[config.mk]
export PLATFORM = sky130hd
export DESIGN_NAME = ibex_shadow_stack_ctrl
export DESIGN_NICKNAME = d
export VERILOG_FILES = /design/src/rtl/ibex_shadow_stack_ctrl.sv
export SDC_FILE = /design/constraint.sdc
export NUM_CORES = 1
export LEC_CHECK = 0
export CORE_ASPECT_RATIO = 2
export CORE_MARGIN = 2
export CORE_UTILIZATION = 50
export CTS_CLUSTER_SIZE = 40
export DETAILED_ROUTE_END_ITERATION = 16
export PLACE_DENSITY = 0.67
export SLEW_MARGIN = 20
export SYNTH_ARGS = -nofsm -noshare
export SYNTH_HDL_FRONTEND = slang
export SYNTH_SLANG_ARGS = --single-unit
[constraint.sdc]
create_clock -name clk_i -period 5.4 [get_ports clk_i]
set_input_delay 0.81 -clock clk_i [delete_from_list [all_inputs] [get_ports clk_i]]
set_output_delay 0.81 -clock clk_i [all_outputs]
set_load 0.1 [all_outputs]
[src/rtl/ibex_shadow_stack_ctrl.sv]
// Return-address shadow stack: calls push the link address, returns pop and compare it with the
// actual target. Errors are reported one cycle later with a cause code and a sticky flag.
module ibex_shadow_stack_ctrl #(
  parameter int unsigned DataWidth  = 32,
  parameter int unsigned Depth      = 16,
  parameter bit          WrapOnFull = 1'b0,
  parameter bit          IgnoreLsb  = 1'b1
) (
  input  logic                         clk_i,
  input  logic                         rst_ni,
  input  logic                         en_i,
  input  logic                         push_i,
  input  logic [DataWidth-1:0]         push_addr_i,
  input  logic                         pop_i,
  input  logic [DataWidth-1:0]         pop_addr_i,
  input  logic                         flush_i,
  input  logic                         err_clr_i,
  output logic                         err_o,
  output logic [1:0]                   err_cause_o,
  output logic                         err_sticky_o,
  output logic [$clog2(Depth+1)-1:0]   depth_o,
  output logic                         full_o,
  output logic                         empty_o
);

  localparam int unsigned PtrW = $clog2(Depth);
  localparam int unsigned CntW = $clog2(Depth+1);
  localparam logic [DataWidth-1:0] CmpMask =
    IgnoreLsb ? {{(DataWidth-1){1'b1}}, 1'b0} : {DataWidth{1'b1}};

  typedef enum logic [1:0] {
    CauseNone      = 2'b00,
    CauseMismatch  = 2'b01,
    CauseOverflow  = 2'b10,
    CauseUnderflow = 2'b11
  } cause_e;

  // Pointer arithmetic wraps at Depth, which need not be a power of two.
  function automatic logic [PtrW-1:0] ptr_inc(input logic [PtrW-1:0] p);
    return (p == PtrW'(Depth-1)) ? '0 : p + 1'b1;
  endfunction

  function automatic logic [PtrW-1:0] ptr_dec(input logic [PtrW-1:0] p);
    return (p == '0) ? PtrW'(Depth-1) : p - 1'b1;
  endfunction

  function automatic logic addr_match(input logic [DataWidth-1:0] a,
                                      input logic [DataWidth-1:0] b);
    return ((a ^ b) & CmpMask) == '0;
  endfunction

  logic [DataWidth-1:0] mem [Depth];
  logic [PtrW-1:0]      top_q, top_d, wr_ptr;
  logic [CntW-1:0]      cnt_q, cnt_d;
  logic                 wr_en, is_full, is_empty, top_ok;
  cause_e               cause_d;
  logic                 err_p1, sticky_p1;
  cause_e               cause_p1;

  assign is_full  = (cnt_q == CntW'(Depth));
  assign is_empty = (cnt_q == '0);
  assign top_ok   = addr_match(mem[top_q], pop_addr_i);

  // Stage p0: decide the stack update and any error cause for this cycle
  always_comb begin
    top_d   = top_q;
    cnt_d   = cnt_q;
    wr_en   = 1'b0;
    wr_ptr  = ptr_inc(top_q);
    cause_d = CauseNone;
    if (flush_i) begin
      cnt_d = '0;
    end else if (en_i) begin
      case ({push_i, pop_i})
        2'b10: begin
          if (!is_full) begin
            wr_en = 1'b1;
            top_d = ptr_inc(top_q);
            cnt_d = cnt_q + 1'b1;
          end else if (WrapOnFull) begin
            wr_en = 1'b1;
            top_d = ptr_inc(top_q);
          end else begin
            cause_d = CauseOverflow;
          end
        end
        2'b01: begin
          if (is_empty) begin
            cause_d = CauseUnderflow;
          end else begin
            if (!top_ok) cause_d = CauseMismatch;
            top_d = ptr_dec(top_q);
            cnt_d = cnt_q - 1'b1;
          end
        end
        2'b11: begin
          // Tail call: check the current top, then replace it in place.
          if (is_empty) begin
            cause_d = CauseUnderflow;
            wr_en   = 1'b1;
            top_d   = ptr_inc(top_q);
            cnt_d   = cnt_q + 1'b1;
          end else begin
            if (!top_ok) cause_d = CauseMismatch;
            wr_en  = 1'b1;
            wr_ptr = top_q;
          end
        end
        default: ;
      endcase
    end
  end

  always_ff @(posedge clk_i) begin
    if (wr_en) mem[wr_ptr] <= push_addr_i;
  end

  // Stage p1: registered stack state and error reporting
  always_ff @(posedge clk_i or negedge rst_ni) begin
    if (!rst_ni) begin
      top_q     <= '0;
      cnt_q     <= '0;
      err_p1    <= 1'b0;
      cause_p1  <= CauseNone;
      sticky_p1 <= 1'b0;
    end else begin
      top_q    <= top_d;
      cnt_q    <= cnt_d;
      err_p1   <= (cause_d != CauseNone);
      cause_p1 <= cause_d;
      if (cause_d != CauseNone) sticky_p1 <= 1'b1;
      else if (err_clr_i)       sticky_p1 <= 1'b0;
    end
  end

  assign err_o        = err_p1;
  assign err_cause_o  = cause_p1;
  assign err_sticky_o = sticky_p1;
  assign depth_o      = cnt_q;
  assign full_o       = is_full;
  assign empty_o      = is_empty;

endmodule

==> impl_metrics.yaml, run 1 <==
outcome:
  status: "finished clean"
drt:
  via_count: 11800
  viasPerCell: 6.26
  ant_nets: 0
  drc: 0
  drtPass1Iterations: 5
  dr.first_iter.drc_count: 1233
  wl_per_cell_um: 29.9
  drt-total-wl_um: 56600
critical_path:
  worst_ep_arrival_time_ps: 3400
  r2r-end: "mem[10][7]$_DFFE_PP_"
  r2r_cells: 10
  cp_max_fo: 9
  worst_setup_path_start_kind: "register"
  worstSetupPathType: "register to output pin"
  endpoint_kind: "output pin"
  crit_required_ps: 4590
  crit_end: "empty_o"
  startpoint: "depth_o[0]$_DFFE_PN0P_"
  worst-r2r-setup-slack_ps: 1300
  timing.rr.start: "depth_o[0]$_DFFE_PN0P_"
timing:
  fin_crit_sh: 0.780
  worst_pin_slew_ps: 991
  relSlewSlack: 0.337
  slew_viol_final: 0
  hold_viol_final: 0
  tns_ps: 0
  fin_crit_ps: 4210
  clock.fmax_ghz: 0.237
  finalSetupViolations: 0
  fin_skew_ps: 12.6
  rsz0062_at_grt: "false"
clock_network:
  worstSkewPairLatency_ps: 560
  cts.sinks: 509
  cts-root-buf: "clkbuf_16"
  cts_max_level: 2
  numCtsBuffers: 43
  clockBufferDepth: 3
  ctsResizeCount: 0
  ctsHoldBuffers: 0
  path_clk_slew_ps: 60
  post-cts-setup-buffer-count: 0
  tritoncts: "built"
global_routing:
  grt_start_max_net_pins: 49
  gr-usage-all-layers: 0.260
  grt-ovfl-total: 0
  antenna_found_initial: 1
  grt_pass1_vias: 11900
  grt_pass1_wl_um: 81200
synth:
  synthCells: 1216
  synth_most_common_cell: "edfxtp_1"
  postSynthAreaPerCell_um2: 17.5
  synthMuxAreaShare: 0.137
  synthTopCellsByCount: "edfxtp_1 (496), mux2i_1 (132), nor2_1 (63)"
  ys_ff_latch: 509
  ys_warn_count: 0
  synth_top_area_share: 0.701
  syn_area_um2: 21200
  netlist_top_cells_area: "edfxtp_1 (70%), mux2i_1 (6.2%), mux4_2 (4.7%), mux4_1 (1.6%), dfrtp_1 (1.5%)"
  synth_cell_types: 72
  synth_compound_area_frac: 0.0642
  yosysTopAreaCell: "edfxtp_1"
  synth_edf_count: 496
  synth_top_family_by_area: "multiplexers"
  syn_nets: 1293
  seq_area_frac_synth: 0.716
  synthSimpleGateAreaFrac: 0.0454
  synthArstFlopShare: 0.0255
  synthAdderAreaFrac: 0.00389
  synth_top_flop_cell: "edfxtp_1"
  synth_xor_area_frac: 0.00866
placement:
  dp_hpwl_um: 36300
  io_buffers: 79
  gp_congestion: 0.929
  placed_area_um2: 22900
floorplanning:
  die_area_um2: 44300
  die_h_um: 296
  pin_count: 82
  die_w_um: 150
  core_um2: 41900
  num_rows: 106
  start_util: 0.507
layout:
  regArea_um2: 15200
  nets: 1402
  fin_area_um2: 24100
  drive_gt1_frac: 0.144
  multi_input_area_um2: 5630
  syn_to_final_growth_pct: 13.6
  fillers: 3251
power_and_ir_drop:
  p_per_area_nw_per_um2: 473
  leakage_nw: 7.96
  ir_drop_uv: 242
flow_run:
  maxCapViolations: 0
worst_hold_path:
  hp-class: "register to register"
==> routing by layer <==
layer  up-vias  track usage  routed length [um]
met5         -            0                   0
met4         0        0.127                3010
met3       135       0.0293                3210
met2       512        0.457               29500
met1      6063        0.318               20900
li1       5135            -                   -
==> placed cells by master, fill, tap and decap left out, types with 6 or more instances in the layout <==
cell             count
clkbuf_1            11
o21ai_0             18
a21oi_1             25
xnor2_1             11
buf_4               39
mux2_2              22
clkdlybuf4s50_1     79
nand2_1             54
inv_1               17
nand4_1              6
a22o_1              13
mux2i_1            132
a22oi_1             36
a211oi_1             7
nor3_1              14
o22ai_1             20
xor2_1              10
edfxtp_1           496
nand3_1             14
clkbuf_16           45
mux4_2              44
dfrtp_1             10
nor2b_1              8
a221oi_1            12
nor2_1              46
nor2_4              16
buf_12               9
mux4_1              13
nor4_1               6
clkinv_1             9
==> sequential cells by signal, summed over array words and instances, names as in the netlist <==
register	cells
top_q	4
depth_o	5
mem	496
err_o	1
err_sticky_o	1
err_cause_o	2
==> where the power goes <==
| group | switching [mW] | leakage [nW] | internal [mW] | total (mW) |
|---|---|---|---|---|
| Combinational | 2.30 | 2.72 | 1.49 | 3.79 |
| Clock | 1.33 | 0.614 | 1.56 | 2.89 |
| Sequential | 0.254 | 4.63 | 4.47 | 4.73 |
| Total | 3.88 | 7.96 | 7.52 | 11.4 |
==> how the worst min path moves through the flow <==
stage | startpoint | to | slack, ps | cells after the start
after floorplan | rst_ni | depth_o[0]$_DFFE_PN0P_ | 510 | 0
after global placement | err_sticky_o$_DFFE_PN0P_ | err_sticky_o$_DFFE_PN0P_ | 530 | 2
after detailed placement | err_sticky_o$_DFFE_PN0P_ | err_sticky_o$_DFFE_PN0P_ | 540 | 2
after CTS | err_sticky_o$_DFFE_PN0P_ | err_sticky_o$_DFFE_PN0P_ | 550 | 2
after global routing | err_sticky_o$_DFFE_PN0P_ | err_sticky_o$_DFFE_PN0P_ | 580 | 2
final | err_sticky_o$_DFFE_PN0P_ | err_sticky_o$_DFFE_PN0P_ | 540 | 2
==> logic make-up (layout without fill, tap and decap cells) <==
kind of cell               count (synthesis)  after routing
DFF                                      509            509
muxes                                    211            211
and+or+nand+nor                          201            201
AOI/OAI and AO/OA                        187            187
buffers and inverters                     81            216
xor gates and xnor gates                  21             21
adders and majority gates                  6              6
other                                      0              1
==> area by class of cell <==
type / count / area share
Clock buffer: 56 / 0.0484
Clock inverter: 15 / 0.00384
Sequential cell: 509 / 0.631
Antenna cell: 1 / 0.000104
Timing Repair Buffer: 127 / 0.0524
Tap cell: 540 / 0.0280
Inverter: 18 / 0.00280
Multi-Input combinational cell: 626 / 0.233
==> worst max-delay path, cell delays in order, from the launching register on <==
cell and delay (ps):
dfrtp_1 450, nor4_1 600, nand2b_1 410, inv_1 230, clkdlybuf4s50_1 1160
==> metrics by stage <==
stage,hold WS [ps],utilization,power [mW],cells,worst slack (ps)
floorplan,514,-,7.31,1216,440
global placement,530,0.546,8.55,1820,1230
detailed placement,535,0.546,8.57,1820,1200
CTS,545,0.576,11.4,1891,1200
global route,578,0.576,11.8,1892,1080
finish,542,0.576,11.4,1892,1190
Power figures use the tool's default switching activity.
==> inputs of run 2 (changes only) <==
- PLACE_DENSITY: 0.67 -> 0.7
- clock period: 5.4 -> 3.5 ns (I/O delays scaled with it)
==> run 2 against run 1 <==
Sequential cell count is the same. Clock-buffer cell count shrank 1. Combinational power grew 73%. Via count grew 3.6%. Global-route usage grew 0.82 points. Routed wire length grew 3.1%. Sequential share of layout area shrank 1.7 points. Core utilization grew 1.7 points. Non-clock buffer count grew 45. Clock skew shrank 2.9 ps. First-iteration DRC count shrank 7.9%. Critical path type is now register to register. Critical endpoint is now err_sticky_o$_DFFE_PN0P_. Largest cell class unchanged. Largest power group unchanged. Highest routed layer unchanged.
==> impl_metrics.yaml, run 2 (synthesis results as in run 1) <==
outcome:
  status: "finished clean"
layout:
  largest-register: "mem"
  layout_commonest_cell: "edfxtp_1"
  final_cells: 1941
  layout_common_cells: "edfxtp_1 (496), mux2i_1 (132), clkdlybuf4s50_1 (77)"
  syn_to_final_growth_pct: 16.9
  drive_gt1_frac: 0.185
  largest_reg_flops: 496
  nets: 1446
global_routing:
  grt_pass1_vias: 12400
  gr-usage-all-layers: 0.268
  grt_start_max_net_pins: 36
  met2_usage: 0.464
  top_usage_layer: "met2"
  met1_usage: 0.324
  antenna_found_initial: 1
  grt-ovfl-total: 0
  grt_pass1_wl_um: 83800
  grt_use_met3: 0.0395
floorplanning:
  pin_count: 82
  num_rows: 106
  start_util: 0.507
  die_w_um: 150
  die_h_um: 296
  core_um2: 41900
  die_area_um2: 44300
power_and_ir_drop:
  p_per_area_nw_per_um2: 730
  ir_drop_uv: 375
  leakage_nw: 8.27
critical_path:
  cpMaxStageDelayCell: "mux4_1"
  r2r_cells: 10
  worst-r2r-setup-slack_ps: 130
  r2r-end: "err_sticky_o$_DFFE_PN0P_"
  worst_ep_arrival_time_ps: 3790
  slowest_delay_ps: 600
  crit_required_ps: 3930
  cp_max_fo: 14
  worst_setup_path_start_kind: "register"
  worstSetupPathType: "register to register"
  crit_chain: "buf_12 -> buf_4 -> mux4_1 -> mux2i_1 -> or2_2 -> o211ai_1 -> nor4_2 -> o22ai_1 -> nor4_2 -> o22ai_1"
  endpoint_kind: "register"
  timing.rr.start: "top_q[0]$_DFFE_PN0P_"
timing:
  fin_crit_sh: 0.962
  fin_skew_ps: 9.71
  tns_ps: 0
  fin_crit_ps: 3370
  slew_viol_final: 0
  clock.fmax_ghz: 0.297
  worst_pin_slew_ps: 971
  rsz0062_at_grt: "false"
  hold_viol_final: 0
  relSlewSlack: 0.350
  finalSetupViolations: 0
placement:
  io_buffers: 79
  gp_congestion: 0.948
  dp_hpwl_um: 37300
  placed_cells: 1865
drt:
  drtPass1Iterations: 6
  viasPerCell: 6.32
  drt-total-wl_um: 58400
  drc: 0
  dr.first_iter.drc_count: 1136
  ant_nets: 0
  via_count: 12300
  wl_per_cell_um: 30.1
clock_network:
  tritoncts: "built"
  cts.sinks: 509
  ctsHoldBuffers: 0
  cts_max_level: 2
  post-cts-setup-buffer-count: 0
  clockBufferDepth: 3
  path_clk_slew_ps: 70
  ctsResizeCount: 0
  numCtsBuffers: 42
  worstSkewPairLatency_ps: 550
  cts-root-buf: "clkbuf_16"
worst_hold_path:
  hp-class: "input port to async pin"
flow_run:
  maxCapViolations: 0
[run 2: changes by cell type in the layout (fill, tap and decap cells not counted), sizes merged]
cell           delta
buf              +47
clkinvlp          +3
clkdlybuf4s50     -2
clkinv            +2
clkbuf            -1
[run 2: critical path: cells and delay by family (launching register included)]
family	cells	cell delay, ps
muxes	2	910
AOI/OAI and AO/OA	3	490
and+or+nand+nor	3	850
DFF	1	490
buffers and inverters	2	480
[run 2: worst max path at each step]
stage	start	endpoint	slack [ps]	cells past startpoint
2_1_floorplan	depth_o[0]$_DFFE_PN0P_	mem[0][10]$_DFFE_PP_	20	9
3_3_place_gp	top_q[0]$_DFFE_PN0P_	err_sticky_o$_DFFE_PN0P_	90	10
3_5_place_dp	top_q[0]$_DFFE_PN0P_	err_sticky_o$_DFFE_PN0P_	30	10
4_1_cts	top_q[0]$_DFFE_PN0P_	err_sticky_o$_DFFE_PN0P_	10	10
5_1_grt	top_q[1]$_DFFE_PN0P_	err_sticky_o$_DFFE_PN0P_	8	9
6_report	top_q[0]$_DFFE_PN0P_	err_sticky_o$_DFFE_PN0P_	130	10
[run 2: area by class of cell]
type                    instances  area (um^2)
diodes                          1         2.50
clock buffers                  55         1160
clock inverters                20          128
fillers                      3155        17100
inverters                      18         71.3
multi-input cells             626         5660
flip-flops and latches        509        15200
well taps                     540          676
repair buffers                172         1880
[run 2: through the flow]
stage | util | total power, mW | worst slack (ps) | instance area (um^2) | hold slack (ps)
after detailed placement | 0.561 | 13.7 | 33.1 | 23500 | 535
after global placement | 0.561 | 13.7 | 94.9 | 23500 | 525
after floorplan | - | 11.4 | 17.1 | 21400 | 229
after CTS | 0.592 | 18.2 | 11.0 | 24800 | 363
after global routing | 0.593 | 18.7 | 8.19 | 24800 | 402
final | 0.593 | 18.1 | 133 | 24800 | 365
[run 2: layer usage]
| metal | vias to the layer above | part of all wire |
|---|---|---|
| li1 | 5229 | - |
| met1 | 6255 | 0.36 |
| met2 | 617 | 0.51 |
| met3 | 166 | 0.072 |
| met4 | 0 | 0.060 |
| met5 | - | 0 |
[run 2: power breakdown]
group	switching, mW	total, mW	internal [mW]
clock	2.06	4.48	2.42
sequential	0.179	7.09	6.91
combinational	3.91	6.56	2.65
==> inputs of run 3 (changes only) <==
- TNS_END_PERCENT: unset -> 30
==> results of run 3 <==
Final layout, timing and power as in run 2 (identical DEF).
